## config.mk

```make
export PLATFORM = sky130hd
export DESIGN_NAME = fp_to_lin_decoder
export DESIGN_NICKNAME = d
export VERILOG_FILES = /design/src/rtl/fp_pkg.sv /design/src/rtl/fp_sign_apply.sv /design/src/rtl/fp_to_lin_decoder.sv
export SDC_FILE = /design/constraint.sdc
export NUM_CORES = 1
export LEC_CHECK = 0
export ABC_AREA = 1
export BUFFER_PORTS_ARGS = -buffer_cell sky130_fd_sc_hd__buf_2
export CORE_ASPECT_RATIO = 0.5
export CORE_MARGIN = 5
export CORE_UTILIZATION = 50
export DETAILED_ROUTE_END_ITERATION = 10
export PLACE_DENSITY = 0.84
export SLEW_MARGIN = 15
export SYNTH_ARGS = -nofsm -noshare
export SYNTH_HDL_FRONTEND = slang
export SYNTH_SLANG_ARGS = --single-unit
```

## constraint.sdc

```tcl
create_clock -name clk -period 1.4 [get_ports clk]
set_input_delay 0.28 -clock clk [delete_from_list [all_inputs] [get_ports clk]]
set_output_delay 0.28 -clock clk [all_outputs]
set_load 0.005 [all_outputs]
```

## src/rtl/fp_pkg.sv

```systemverilog
// Shared field layout and FSM encoding for the 8-bit float codec.
// The encoder side reuses the same field-slice constants.
package fp_pkg;

    localparam int E_W = 3;
    localparam int F_W = 4;
    localparam int D_W = 12;

    localparam int S_BIT = 7;
    localparam int E_MSB = 6;
    localparam int E_LSB = 4;
    localparam int F_MSB = 3;
    localparam int F_LSB = 0;

    typedef enum logic [1:0] {
        IDLE  = 2'd0,
        SHIFT = 2'd1,
        SIGN  = 2'd2,
        HOLD  = 2'd3
    } state_t;

endpackage

```

## src/rtl/fp_sign_apply.sv

```systemverilog
// Combinational conditional negate: res = neg ? -mag : mag (two's complement).
// Zero stays zero when negated, so negative zero needs no special case.
module fp_sign_apply #(
    parameter int W = 12
) (
    input  logic         neg,
    input  logic [W-1:0] mag,
    output logic [W-1:0] res
);

    always_comb begin
        res = mag;
        if (neg) begin
            res = ~mag + {{(W-1){1'b0}}, 1'b1};
        end
    end

endmodule

```

## src/rtl/fp_to_lin_decoder.sv

```systemverilog
// Float {S,E,F} -> D_W-bit two's-complement, serial shift; out_valid E+2 cycles after accept.
// Stalls in HOLD until out_ready, accepts only in IDLE. FP_DEC_MIDPOINT_EN: midpoint reconstruction.
module fp_to_lin_decoder #(
    parameter int E_W = 3,
    parameter int F_W = 4,
    parameter int D_W = 12
) (
    input  logic                 clk,
    input  logic                 rst,
    input  logic                 in_valid,
    output logic                 in_ready,
    input  logic [E_W+F_W:0]     fp_in,
    output logic                 out_valid,
    input  logic                 out_ready,
    output logic [D_W-1:0]       D,
    output logic                 busy
);

    import fp_pkg::*;

    state_t          state_q, state_d;
    logic            s_q, s_d;
    logic [E_W-1:0]  e_q, e_d;
    logic [E_W-1:0]  cnt_q, cnt_d;
    logic [D_W-1:0]  mag_q, mag_d;
    logic [D_W-1:0]  d_q, d_d;
    logic            out_valid_q, out_valid_d;

    logic [D_W-1:0]  mid_bit;
    logic [D_W-1:0]  mag_final;
    logic [D_W-1:0]  signed_val;

`ifdef FP_DEC_MIDPOINT_EN
    // Centre of the truncation interval: half an LSB of the scaled significand.
    always_comb begin
        mid_bit = '0;
        if (e_q != '0) begin
            mid_bit = {{(D_W-1){1'b0}}, 1'b1} << (e_q - {{(E_W-1){1'b0}}, 1'b1});
        end
    end
`else
    assign mid_bit = '0;
`endif

    assign mag_final = mag_q | mid_bit;

    fp_sign_apply #(.W(D_W)) u_sign_apply (
        .neg (s_q),
        .mag (mag_final),
        .res (signed_val)
    );

    always_comb begin
        state_d     = state_q;
        s_d         = s_q;
        e_d         = e_q;
        cnt_d       = cnt_q;
        mag_d       = mag_q;
        d_d         = d_q;
        out_valid_d = out_valid_q;

        unique case (state_q)
            IDLE: begin
                if (in_valid) begin
                    s_d     = fp_in[S_BIT];
                    e_d     = fp_in[E_MSB:E_LSB];
                    cnt_d   = fp_in[E_MSB:E_LSB];
                    mag_d   = {{(D_W-F_W){1'b0}}, fp_in[F_MSB:F_LSB]};
                    state_d = SHIFT;
                end
            end
            SHIFT: begin
                if (cnt_q != '0) begin
                    mag_d = mag_q << 1;
                    cnt_d = cnt_q - {{(E_W-1){1'b0}}, 1'b1};
                end else begin
                    state_d = SIGN;
                end
            end
            SIGN: begin
                d_d         = signed_val;
                out_valid_d = 1'b1;
                state_d     = HOLD;
            end
            HOLD: begin
                if (out_ready) begin
                    out_valid_d = 1'b0;
                    state_d     = IDLE;
                end
            end
            default: state_d = IDLE;
        endcase
    end

    always_ff @(posedge clk or posedge rst) begin
        if (rst) begin
            state_q     <= IDLE;
            s_q         <= 1'b0;
            e_q         <= '0;
            cnt_q       <= '0;
            mag_q       <= '0;
            d_q         <= '0;
            out_valid_q <= 1'b0;
        end else begin
            state_q     <= state_d;
            s_q         <= s_d;
            e_q         <= e_d;
            cnt_q       <= cnt_d;
            mag_q       <= mag_d;
            d_q         <= d_d;
            out_valid_q <= out_valid_d;
        end
    end

    assign in_ready  = (state_q == IDLE);
    assign busy      = (state_q != IDLE);
    assign out_valid = out_valid_q;
    assign D         = d_q;

endmodule

```

==> results.txt <==
- The mapped netlist covers 1654 µm².
- Counting the fill cells in the layout gives 206.
* Count of pins over their slew limit: 0
- For this block, the via count after detailed routing is 1666.
- The first TritonRoute pass finished after 5 iterations.
* Largest fanout of any net on the critical path: 6
* Initial antenna violation count: 0
* Htree depth: 2
- Counting every net in the synthesized netlist gives 222.
* Data required time at the worst endpoint: 1600 ps
- No sink is reached through more buffers than the 2 on the longest clock path.
* Violations in the final reports: negative setup slack
- In the final layout, the multi-input gates occupy 858.3 µm².
- The worst hold path belongs to the class primary input to asynchronous set/reset pin.
- Clock tree synthesis selected as its root buffer the cell clkbuf_8.
- Layout cell share with drive strength beyond 1: 0.3504
- Routed wire length: 5.010 mm
- Period utilization: 1.155
* Placement Rows: 14
- After clock tree synthesis, the clock-pin slew on the worst setup and hold paths is 60 ps.
* Combined flip-flop and latch cell area: 775.7 µm²
- In the final timing run, aggregate negative setup slack is -2776 ps.
- Number of buffers added on ports: 26
- Dividing total power by cell area gives a power density of 2652 nW/µm².
- Headroom to the max-slew limit came out at 0.7331.
- The worst-case IR drop observed on VDD is 1.526 mV.
- Number of synthesis warnings: 0
* P_leak: 0.001083 µW
- The worst setup path is launched from a flop.
- The detail route stage leaves a number of antenna-violating nets equal to 0.
* Worst clock skew on the final layout: 7.246 ps
- Vias in the first global route: 1640
- Critical Path Sink Type: flop
- Crit path arrival time: 1820 ps
- The die is 50.67 µm tall.
- Run status: complete, but fails checks
- Period minus WS final: 1616 ps
* DRT iter0 DRCs: 239
- Maximum number of pins on one net before global-route repair: 32
- Final-report hold violation count: 0
* Mean routed wirelength per cell: 17.04 µm
- DR DRC count: 0
- Seq cells post-synth: 31
- Post-Synthesis Cells: 202
- Core region area: 3083 µm²
* GRT Total Usage: 0.2092
- The later pin in the worst-skew pair is clocked with a latency of 290 ps.
* Setup repair after global routing missed its margin: yes
* Total clock buffers created by CTS: 5
* First-pass GRT wire length: 7.638 mm
* Crit path kind: flop to flop
- Initial core utilization: 0.5365
- Setup violations remaining at the end of the flow were counted as 19.
- TritonCTS built the clock tree.
- Dividing the detail-routed via count by the number of cells gives 5.667.
- GPL Wtd Cong: 0.9469
- Sequential area share after synthesis: 0.4690
* Worst slack, placed: -134.7 ps
* Inserted Diodes: 0
- Die footprint: 4628 µm²
* Number of clock sinks: 31
- Post-layout worst setup margin: -216.4 ps
* Io pins: 27
* Die Wd: 91.34 µm
* Number of hold-repair buffers added at the cts stage: 0
* Estimated wirelength of the detail-placed design: 2.780 mm
- Area growth from synthesis to layout: 37.90%
* Count of unique library cells instantiated by Yosys: 24
- Number of max-cap violations: 0
- Total power for the finished layout comes to 6049 µW.
- After the last flow step, the layout net total stands at 275.
- Actual slew at the worst max-slew pin: 400.4 ps
* Residual overflow from global routing: 0
- Post-synthesis area per instance: 8.189 µm²
* Maximum clock frequency: 618.7 MHz
-- where the power goes --
group | internal, µW | switching [µW] | leakage [µW]
Clock | 330 | 318 | 0.0000371
Sequential | 1270 | 256 | 0.000384
Combinational | 1820 | 2060 | 0.000661
Total | 3420 | 2630 | 0.00108
-- final cells by class --
cell class                      count  share of cell area
Timing Repair Buffer               54              0.1865
Sequential cell                    31              0.3401
Tap cell                           40             0.02194
Clock buffer                        6             0.03182
Inverter                           25             0.04334
Multi-Input combinational cell    138              0.3763
-- critical path, cell delays in order, from the launching register on --
cell	delay [ps]
dfrtp_1	430
inv_2	110
ha_4	160
buf_6	110
nand2_4	50
a21oi_4	220
buf_6	140
buf_12	100
o211ai_1	80
o21ai_1	130
-- flip-flops by register name, indices dropped and copies added (netlist names) --
register,flops
cnt_q,3
s_q,1
out_valid,1
mag_final,12
D,12
state_q,2
-- placed cells by master, fill, tap and decap left out --
cell       count
nor3_4         1
o21ai_2        2
xor2_1         3
o21a_1         1
a21oi_4        1
buf_2         24
clkbuf_8       5
o2bb2ai_1      1
nand4_1        1
o211ai_1       5
buf_4         17
nand3_2        2
ha_4           6
nor2_1        14
inv_1         15
o21ai_1       14
nor2_4         1
nand2_2        2
nand3_1       24
clkbuf_1       1
a21oi_1        3
inv_6          1
nand2_4        2
o21ai_0        9
a31oi_1        1
a21oi_2        1
inv_2          9
nand2_1       42
ha_2           2
clkbuf_16      1
buf_12         2
dfrtp_1       31
buf_6         10
-- what timing repair did --
item,4_1_cts,5_1_grt
endpoints found under the setup margin,19,31
buffers inserted,6,9
gates resized for setup,34,32
gates cloned,2,2
pin swaps,6,7
-- worst paths after layout --
path / startpoint / cells after the start / slack [ps] / to
min in group clk: fp_in[0] / 3 / 260 / mag_final[0]
min: rst / 3 / 70 / D[10]
max reg2reg: state_q[0] / 9 / -220 / mag_final[2]
max in group asynchronous: rst / 3 / 1040 / D[3]
min reg2reg: D[7] / 2 / 470 / D[7]
max: state_q[0] / 9 / -220 / mag_final[2]
-- metrics by stage --
stage / utilization / instances / hold slack [ps] / cell area [µm²]
floorplan: - / 202 / 383.5 / 1654
global placement: 0.6226 / 275 / 375.4 / 1919
detailed placement: 0.6226 / 275 / 380.1 / 1919
CTS: 0.7070 / 289 / 87.97 / 2180
global route: 0.7399 / 294 / 121.1 / 2281
finish: 0.7399 / 294 / 65.61 / 2281
-- cells by family (layout without fill, tap and decap cells) --
| kind of cell | Yosys count | count (layout) | share of synthesized area |
|---|---|---|---|
| AO/OA/AOI/OAI | 38 | 38 | 0.1362 |
| flip-flops | 31 | 31 | 0.4690 |
| buffers and inverters | 33 | 85 | 0.08850 |
| XOR/XNOR | 3 | 3 | 0.01589 |
| AND/OR/NAND/NOR | 89 | 89 | 0.2300 |
| adder cells (fa/ha/maj) | 8 | 8 | 0.06052 |
-- synthesized netlist by cell type --
library cell / number / share of area
nand2_1: 45 / 0.10
dfrtp_1: 31 / 0.47
nand3_1: 26 / 0.079
inv_1: 25 / 0.057
o21ai_0: 23 / 0.070
nor2_1: 14 / 0.032
ha_1: 8 / 0.061
o211ai_1: 5 / 0.023
a21oi_1: 4 / 0.012
buf_2: 3 / 0.0091
xor2_1: 3 / 0.016
buf_6: 2 / 0.014
clkbuf_1: 2 / 0.0045
a21oi_4: 1 / 0.0098
a31oi_1: 1 / 0.0038
buf_4: 1 / 0.0045
nand2_4: 1 / 0.0068
nand4_1: 1 / 0.0038
nor2_2: 1 / 0.0038
nor3_1: 1 / 0.0030
o21a_1: 1 / 0.0045
o21ai_1: 1 / 0.0030
o21ai_2: 1 / 0.0053
o2bb2ai_1: 1 / 0.0053
-- routing by layer --
layer,vias up,routed length (µm),track usage
met2,121,2315,0.3409
met1,753,1905,0.2488
li1,767,-,-
met4,0,213,0.1171
met3,25,576,0.06716
met5,-,0,0
No activity file was read; power rests on OpenSTA's default activity.
